[src/rtl/pipeline_pkg.sv]
// Shared definitions for the EX-stage operand forwarding / hazard logic.
//   REG_ADDR_W : register-number width
//   BYP_*      : bypass_ex select codes seen by the EX operand mux
//   shadow_t   : per-stage shadow of {wr_num, reg_write, mem_read}
package pipeline_pkg;

   localparam int REG_ADDR_W = 5;

   // Bit 2 picks WB over EX/MEM. Bits [1:0] pick the operand:
   // 10 = operand 1 (rs), 01 = operand 2 (rt; operand 1 for shifts).
   localparam logic [2:0] BYP_NONE  = 3'b000;
   localparam logic [2:0] BYP_A_MEM = 3'b010;
   localparam logic [2:0] BYP_A_WB  = 3'b110;
   localparam logic [2:0] BYP_B_MEM = 3'b001;
   localparam logic [2:0] BYP_B_WB  = 3'b101;

   typedef struct packed {
      logic [REG_ADDR_W-1:0] wr_num;
      logic                  reg_write;
      logic                  mem_read;
   } shadow_t;

   localparam shadow_t SHADOW_EMPTY = '0;

endpackage

[src/rtl/hazard_match.sv]
// Compares one decoding source register against one shadow pipeline stage.
//   src_used        : the ID instruction actually reads this source
//   src_num         : source register number
//   stage_wr_num    : destination register held by the stage
//   stage_reg_write : the stage will write the regfile
//   match           : the source needs the value produced by the stage
module hazard_match
   import pipeline_pkg::*;
(
   input  logic                  src_used,
   input  logic [REG_ADDR_W-1:0] src_num,
   input  logic [REG_ADDR_W-1:0] stage_wr_num,
   input  logic                  stage_reg_write,
   output logic                  match
);

   // Register 0 is hardwired, so a write to it is never a producer.
   assign match = src_used && stage_reg_write &&
                  (stage_wr_num == src_num) && (src_num != '0);

endmodule

[src/rtl/fwd_hazard_ctrl.sv]
// Forwarding and hazard controller for the EX-stage ALU operand mux.
// Inputs : clk, rst (async, active-high), ID instruction fields
//          (id_valid, id_rs, id_rt, id_use_rs, id_use_rt, id_wr_num,
//          id_reg_write, id_mem_read), flush, mem_stall.
// Outputs: stall_if_id / bubble_id_ex (combinational), bypass_ex
//          (registered into EX with the instruction), shadow EX/MEM and
//          MEM/WB destinations, saturating stall_count.
module fwd_hazard_ctrl #(
   parameter int REG_ADDR_W = pipeline_pkg::REG_ADDR_W,
   parameter int CNT_W      = 32
) (
   input  logic                  clk,
   input  logic                  rst,
   input  logic                  id_valid,
   input  logic [REG_ADDR_W-1:0] id_rs,
   input  logic [REG_ADDR_W-1:0] id_rt,
   input  logic                  id_use_rs,
   input  logic                  id_use_rt,
   input  logic [REG_ADDR_W-1:0] id_wr_num,
   input  logic                  id_reg_write,
   input  logic                  id_mem_read,
   input  logic                  flush,
   input  logic                  mem_stall,
   output logic                  stall_if_id,
   output logic                  bubble_id_ex,
   output logic [2:0]            bypass_ex,
   output logic [REG_ADDR_W-1:0] regfile_write_num_ex_mem,
   output logic [REG_ADDR_W-1:0] regfile_write_num_mem_wb,
   output logic [CNT_W-1:0]      stall_count
);

   import pipeline_pkg::*;

   // ID/EX needs the full shadow (mem_read drives load-use detection).
   // Beyond ID/EX a load's data is reachable through the bypass paths, so
   // the later stages only keep the destination and its write enable.
   shadow_t               idex_q, idex_d;
   logic [REG_ADDR_W-1:0] exmem_num_q, exmem_num_d;
   logic                  exmem_we_q, exmem_we_d;
   logic [REG_ADDR_W-1:0] memwb_num_q, memwb_num_d;
   logic                  memwb_we_q, memwb_we_d;
   logic [2:0]            bypass_q, bypass_d;
   logic [CNT_W-1:0]      cnt_q, cnt_d;

   logic       rs_m_idex, rs_m_exmem, rt_m_idex, rt_m_exmem;
   logic       load_use, dual_fwd, hazard_stall, issue;
   logic [2:0] byp_code;

   hazard_match u_rs_idex (
      .src_used(id_use_rs), .src_num(id_rs),
      .stage_wr_num(idex_q.wr_num), .stage_reg_write(idex_q.reg_write),
      .match(rs_m_idex)
   );
   hazard_match u_rs_exmem (
      .src_used(id_use_rs), .src_num(id_rs),
      .stage_wr_num(exmem_num_q), .stage_reg_write(exmem_we_q),
      .match(rs_m_exmem)
   );
   hazard_match u_rt_idex (
      .src_used(id_use_rt), .src_num(id_rt),
      .stage_wr_num(idex_q.wr_num), .stage_reg_write(idex_q.reg_write),
      .match(rt_m_idex)
   );
   hazard_match u_rt_exmem (
      .src_used(id_use_rt), .src_num(id_rt),
      .stage_wr_num(exmem_num_q), .stage_reg_write(exmem_we_q),
      .match(rt_m_exmem)
   );

   // A load sitting in ID/EX has no data yet when our instruction reaches EX.
   assign load_use = idex_q.mem_read && (rs_m_idex || rt_m_idex);
   // The select carries a single bypass, so two forwarded operands must wait
   // until at least one producer has retired into the regfile.
   assign dual_fwd = (rs_m_idex || rs_m_exmem) && (rt_m_idex || rt_m_exmem);

   assign hazard_stall = id_valid && !flush && !mem_stall && (load_use || dual_fwd);
   assign issue        = id_valid && !flush && !hazard_stall;

   assign stall_if_id  = hazard_stall;
   assign bubble_id_ex = hazard_stall;

   // Look one cycle ahead: ID/EX becomes EX/MEM, EX/MEM becomes WB.
   // The nearer stage is tested first so it wins.
   always_comb begin
      byp_code = BYP_NONE;
      if (rs_m_idex)       byp_code = BYP_A_MEM;
      else if (rs_m_exmem) byp_code = BYP_A_WB;
      else if (rt_m_idex)  byp_code = BYP_B_MEM;
      else if (rt_m_exmem) byp_code = BYP_B_WB;
   end

   always_comb begin
      idex_d      = idex_q;
      exmem_num_d = exmem_num_q;
      exmem_we_d  = exmem_we_q;
      memwb_num_d = memwb_num_q;
      memwb_we_d  = memwb_we_q;
      bypass_d    = bypass_q;
      cnt_d       = cnt_q;
      if (!mem_stall) begin
         exmem_num_d = idex_q.wr_num;
         exmem_we_d  = idex_q.reg_write;
         memwb_num_d = exmem_num_q;
         memwb_we_d  = exmem_we_q;
         if (issue) begin
            idex_d.wr_num    = id_wr_num;
            idex_d.reg_write = id_reg_write;
            idex_d.mem_read  = id_mem_read;
            bypass_d         = byp_code;
         end else begin
            // bubble, flush or empty ID slot
            idex_d   = SHADOW_EMPTY;
            bypass_d = BYP_NONE;
         end
         if (hazard_stall && (cnt_q != '1)) begin
            cnt_d = cnt_q + CNT_W'(1);
         end
      end
   end

   always_ff @(posedge clk or posedge rst) begin
      if (rst) begin
         idex_q      <= SHADOW_EMPTY;
         exmem_num_q <= '0;
         exmem_we_q  <= 1'b0;
         memwb_num_q <= '0;
         memwb_we_q  <= 1'b0;
         bypass_q    <= BYP_NONE;
         cnt_q       <= '0;
      end else begin
         idex_q      <= idex_d;
         exmem_num_q <= exmem_num_d;
         exmem_we_q  <= exmem_we_d;
         memwb_num_q <= memwb_num_d;
         memwb_we_q  <= memwb_we_d;
         bypass_q    <= bypass_d;
         cnt_q       <= cnt_d;
      end
   end

   assign bypass_ex                = bypass_q;
   assign regfile_write_num_ex_mem = exmem_we_q ? exmem_num_q : '0;
   assign regfile_write_num_mem_wb = memwb_we_q ? memwb_num_q : '0;
   assign stall_count              = cnt_q;

endmodule

[config.mk]
export PLATFORM = sky130hd
export DESIGN_NAME = fwd_hazard_ctrl
export DESIGN_NICKNAME = d
export VERILOG_FILES = /design/src/rtl/pipeline_pkg.sv /design/src/rtl/hazard_match.sv /design/src/rtl/fwd_hazard_ctrl.sv
export SDC_FILE = /design/constraint.sdc
export NUM_CORES = 1
export LEC_CHECK = 0
export CORE_MARGIN = 2
export CORE_UTILIZATION = 35
export DETAILED_ROUTE_END_ITERATION = 10
export PLACE_DENSITY = 0.64
export SLEW_MARGIN = 20
export SYNTH_ARGS = -nofsm -noshare
export SYNTH_HDL_FRONTEND = slang
export SYNTH_SLANG_ARGS = --single-unit
[constraint.sdc]
create_clock -name clk -period 3.6 [get_ports clk]
set_input_delay 0.9 -clock clk [delete_from_list [all_inputs] [get_ports clk]]
set_output_delay 0.9 -clock clk [all_outputs]
set_load 0.02 [all_outputs]
==> Implementation_results.wiki <==
{| class="wikitable"
! Metric !! Value
|-
| Cell types with the largest area share after synthesis || sky130_fd_sc_hd__dfrtp_1, sky130_fd_sc_hd__xor2_1, sky130_fd_sc_hd__mux2_2, sky130_fd_sc_hd__xnor2_1, sky130_fd_sc_hd__nand2_1
|-
| Final period demand of the worst path || 3.47 ns
|-
| Main synth FF type || sky130_fd_sc_hd__dfrtp_1
|-
| Measured slew at the worst slew-check pin || 0.587 ns
|-
| Buffers added on ports || 70
|-
| Max rail drop VDD || 0.000151 V
|-
| Avg Vias per Cell || 4.98
|-
| Number of distinct library cells after synthesis || 38
|-
| Flip-flop and latch count after synthesis || 54
|-
| Initial drt markers || 44
|-
| Global-route congestion overflow total || 0
|-
| Worst-path cell with the longest stage delay || sky130_fd_sc_hd__clkdlybuf4s50_1
|-
| Static power due to leakage || 1.82 nW
|-
| Achievable Freq || 0.289 GHz
|-
| Ant diodes || 0
|-
| Maximum capacitance violations || 0
|-
| Sequential element share of the synthesized area || 46.8%
|-
| Post-Synthesis Net Count || 288
|-
| All-Layer GR Usage || 16.1%
|-
| Synth-to-Final Area Change || 36.9%
|-
| Area of all placed cells without fillers || 3950 µm²
|-
| Final count of hold timing violations || 0
|-
| Final Core Density || 48.8%
|-
| Crit path launch type || input pin
|-
| Longest Clk Path Bufs || 2
|-
| Largest fanout on the critical path || 2
|-
| DP Area || 3790 µm²
|-
| Ports || 71
|-
| Hold WC Path Type || register to register
|-
| Synthesized instance count || 263
|-
| Via count of the first global-routing pass || 2338
|-
| Remaining routing DRC violations || 0
|-
| Relative slew slack || 60.8%
|-
| CTS tree || built
|-
| Fillcell total || 787
|-
| Number of buffers added by the clock tree synthesis step || 5
|-
| Yosys top cell by area || sky130_fd_sc_hd__dfrtp_1
|-
| Count of flip-flops with a built-in enable after synthesis || 0
|-
| FP Rows || 33
|-
| Remaining antenna violation count || 0
|-
| Share of final-layout standard cells stronger than drive strength 1 || 21.5%
|-
| Required time reported for the critical path endpoint || 2.70 ns
|-
| Final-stage net count || 373
|-
| Skew-Pair Late Insertion Delay || 0.30 ns
|-
| Antenna violations before repair || 0
|-
| Clock tree root driver cell || sky130_fd_sc_hd__clkbuf_8
|-
| CTS Sinks || 54
|-
| Final GP Congestion || 0.803
|-
| Die W || 94.8 µm
|-
| Synthesized area per cell || 11.0 µm²
|-
| Vias after detailed routing || 2262
|-
| Final setup violation count || 0
|-
| Max incr delay on CP || 0.48 ns
|-
| Yosys synthesis warning count || 0
|-
| Effective utilization at floorplan || 35.7%
|-
| Mapped cell area || 2890 µm²
|-
| Overall die area || 8990 µm²
|-
| Filler-free cell count of the finished design || 454
|-
| Class of the most critical setup path || input pin to primary output
|-
| Die Span Y || 94.8 µm
|-
| Avg WL per Cell || 15.2 µm
|-
| CP endpoint kind || primary output
|-
| Period utilisation layout || 96.3%
|-
| Setup repair after global routing missed its margin || false
|-
| First-pass detailed-route iteration total || 4
|-
| Area fraction of the dominant cell type after synthesis || 46.8%
|-
| Status || complete, no violations
|-
| Pwr dens || 296 nW/µm²
|-
| Clock-pin slew reported for the worst setup and hold paths after clock tree synthesis || 0.10 ns
|-
| Largest net degree at the start of global routing || 29
|-
| Arrival time worst endpoint || 2.57 ns
|-
| Global-route wire length before repair || 11400 µm
|-
| Number of cells after detailed placement || 443
|-
| Critical Path Most Common Cell || sky130_fd_sc_hd__buf_4
|-
| CTS HTree Levels || 2
|-
| HPWL reported at the end of detailed placement || 5100 µm
|-
| Ordered list of cells on the worst path || clkdlybuf4s50_1 > nand2_1 > nor4_4 > nand4_2 > buf_4 > o211ai_4 > and3_2 > buf_4
|-
| Maximum clock skew at final layout || 0.00832 ns
|-
| Max Transition Viols Final || 0
|-
| DRT Wirelength || 6920 µm
|-
| Core region area || 8090 µm²
|-
| Proportion of synthesized flip-flops having asynchronous set or reset || 100%
|}
[power by group]
group,internal [mW],total (mW),switching [mW],leakage [nW]
Sequential,0.622,0.642,0.0202,0.735
Clock,0.209,0.412,0.203,0.0585
Combinational,0.0608,0.116,0.0549,1.03
Total,0.891,1.17,0.279,1.82
[Yosys cell counts, types with 2 or more instances]
cell type,instances
sky130_fd_sc_hd__and4_1,2
sky130_fd_sc_hd__dfrtp_1,54
sky130_fd_sc_hd__and3_2,4
sky130_fd_sc_hd__and3_1,5
sky130_fd_sc_hd__nand4_1,12
sky130_fd_sc_hd__a22o_1,9
sky130_fd_sc_hd__nand2b_1,2
sky130_fd_sc_hd__nor3_1,5
sky130_fd_sc_hd__inv_1,5
sky130_fd_sc_hd__nor4_2,4
sky130_fd_sc_hd__nor3_2,5
sky130_fd_sc_hd__clkbuf_1,3
sky130_fd_sc_hd__xor2_1,35
sky130_fd_sc_hd__buf_6,2
sky130_fd_sc_hd__nand2_1,22
sky130_fd_sc_hd__nor2_1,12
sky130_fd_sc_hd__nor2_2,10
sky130_fd_sc_hd__mux2_2,14
sky130_fd_sc_hd__nand4_2,2
sky130_fd_sc_hd__nand3_1,10
sky130_fd_sc_hd__nor4_1,5
sky130_fd_sc_hd__and2_1,9
sky130_fd_sc_hd__xnor2_1,16
sky130_fd_sc_hd__mux2i_1,2
[path summary, 6_finish.rpt]
path                                 start         endpoint  slack (ns)  cells past startpoint
max                              id_use_rs      stall_if_id        0.13                      8
max in group asynchronous              rst        idex_q[2]        2.07                      3
min in group asynchronous              rst   stall_count[2]        0.97                      2
min                        stall_count[28]  stall_count[28]        0.49                      1
max reg2reg                 exmem_num_q[4]  stall_count[28]        1.07                     10
min reg2reg                stall_count[28]  stall_count[28]        0.49                      1
[area by class of cell]
type / count / area, µm² / area share [%]
clock buffer: 5 / 68.8 / 1.74
clock inverter: 3 / 43.8 / 1.11
inverter: 5 / 18.8 / 0.475
multi-input combinational: 196 / 1490 / 37.8
sequential: 54 / 1350 / 34.2
tap: 105 / 131 / 3.32
timing repair buffer: 86 / 845 / 21.4
[worst max-delay path, delay by kind of cell]
kind / cells / cell delay, ns
buf+inv: 3 / 0.79
simple gates: 4 / 0.71
compound gates: 1 / 0.16
[layer usage]
| metal | track usage [%] | up-vias | share of wire, % |
|---|---|---|---|
| met5 | 0 | - | 0 |
| met4 | 3.26 | 0 | 0.75 |
| met3 | 3.59 | 7 | 4.8 |
| met2 | 27.7 | 61 | 49 |
| met1 | 21.0 | 1115 | 45 |
| li1 | - | 1079 | - |
[logic make-up (layout without fill, tap and decap cells)]
group / Yosys count / count (layout) / synth area share, %
muxes: 16 / 16 / 6.16
adders and majority gates: 1 / 1 / 0.433
and+or+nand+nor: 114 / 114 / 23.6
DFF: 54 / 54 / 46.8
xor gates and xnor gates: 51 / 51 / 15.5
buffers and inverters: 13 / 99 / 2.38
AOI/OAI and AO/OA: 14 / 14 / 5.16
[flip-flops by register name, summed over array words and instances (netlist names)]
name	flops
memwb_num_q	5
stall_count	32
exmem_we_q	1
exmem_num_q	5
bypass_ex	3
memwb_we_q	1
idex_q	7
[placed cells by master, fill, tap and decap left out, drive strengths merged, types with 5 or more instances in the layout]
| master | n |
|---|---|
| nand3 | 10 |
| clkbuf | 5 |
| nor3 | 10 |
| nand4 | 14 |
| inv | 6 |
| nor2 | 22 |
| a22o | 9 |
| nor4 | 9 |
| and3 | 9 |
| xor2 | 35 |
| clkdlybuf4s50 | 62 |
| and2 | 11 |
| mux2 | 14 |
| xnor2 | 16 |
| nand2 | 22 |
| buf | 18 |
| dfrtp | 54 |
[stage by stage]
stage | power (mW) | hold WS (ns) | setup TNS (ns) | worst slack (ns)
finish | 1.17 | 0.494 | 0 | 0.135
global route | 1.23 | 0.523 | 0 | 0.0207
global placement | 0.766 | 0.483 | -1.10 | -0.553
detailed placement | 0.769 | 0.481 | -1.16 | -0.582
floorplan | 0.708 | 0.471 | 0 | 0.196
CTS | 1.19 | 0.502 | 0 | 0.0133
[what timing repair did]
item / CTS / global route
hold buffers: 0 / 0
setup buffers: 3 / 0
cloned: 0 / 0
pin swaps: 8 / 8
gates resized for setup: 13 / 7
endpoints found under the setup margin: 2 / 2
Note: power is estimated with default switching activity, not from simulation.
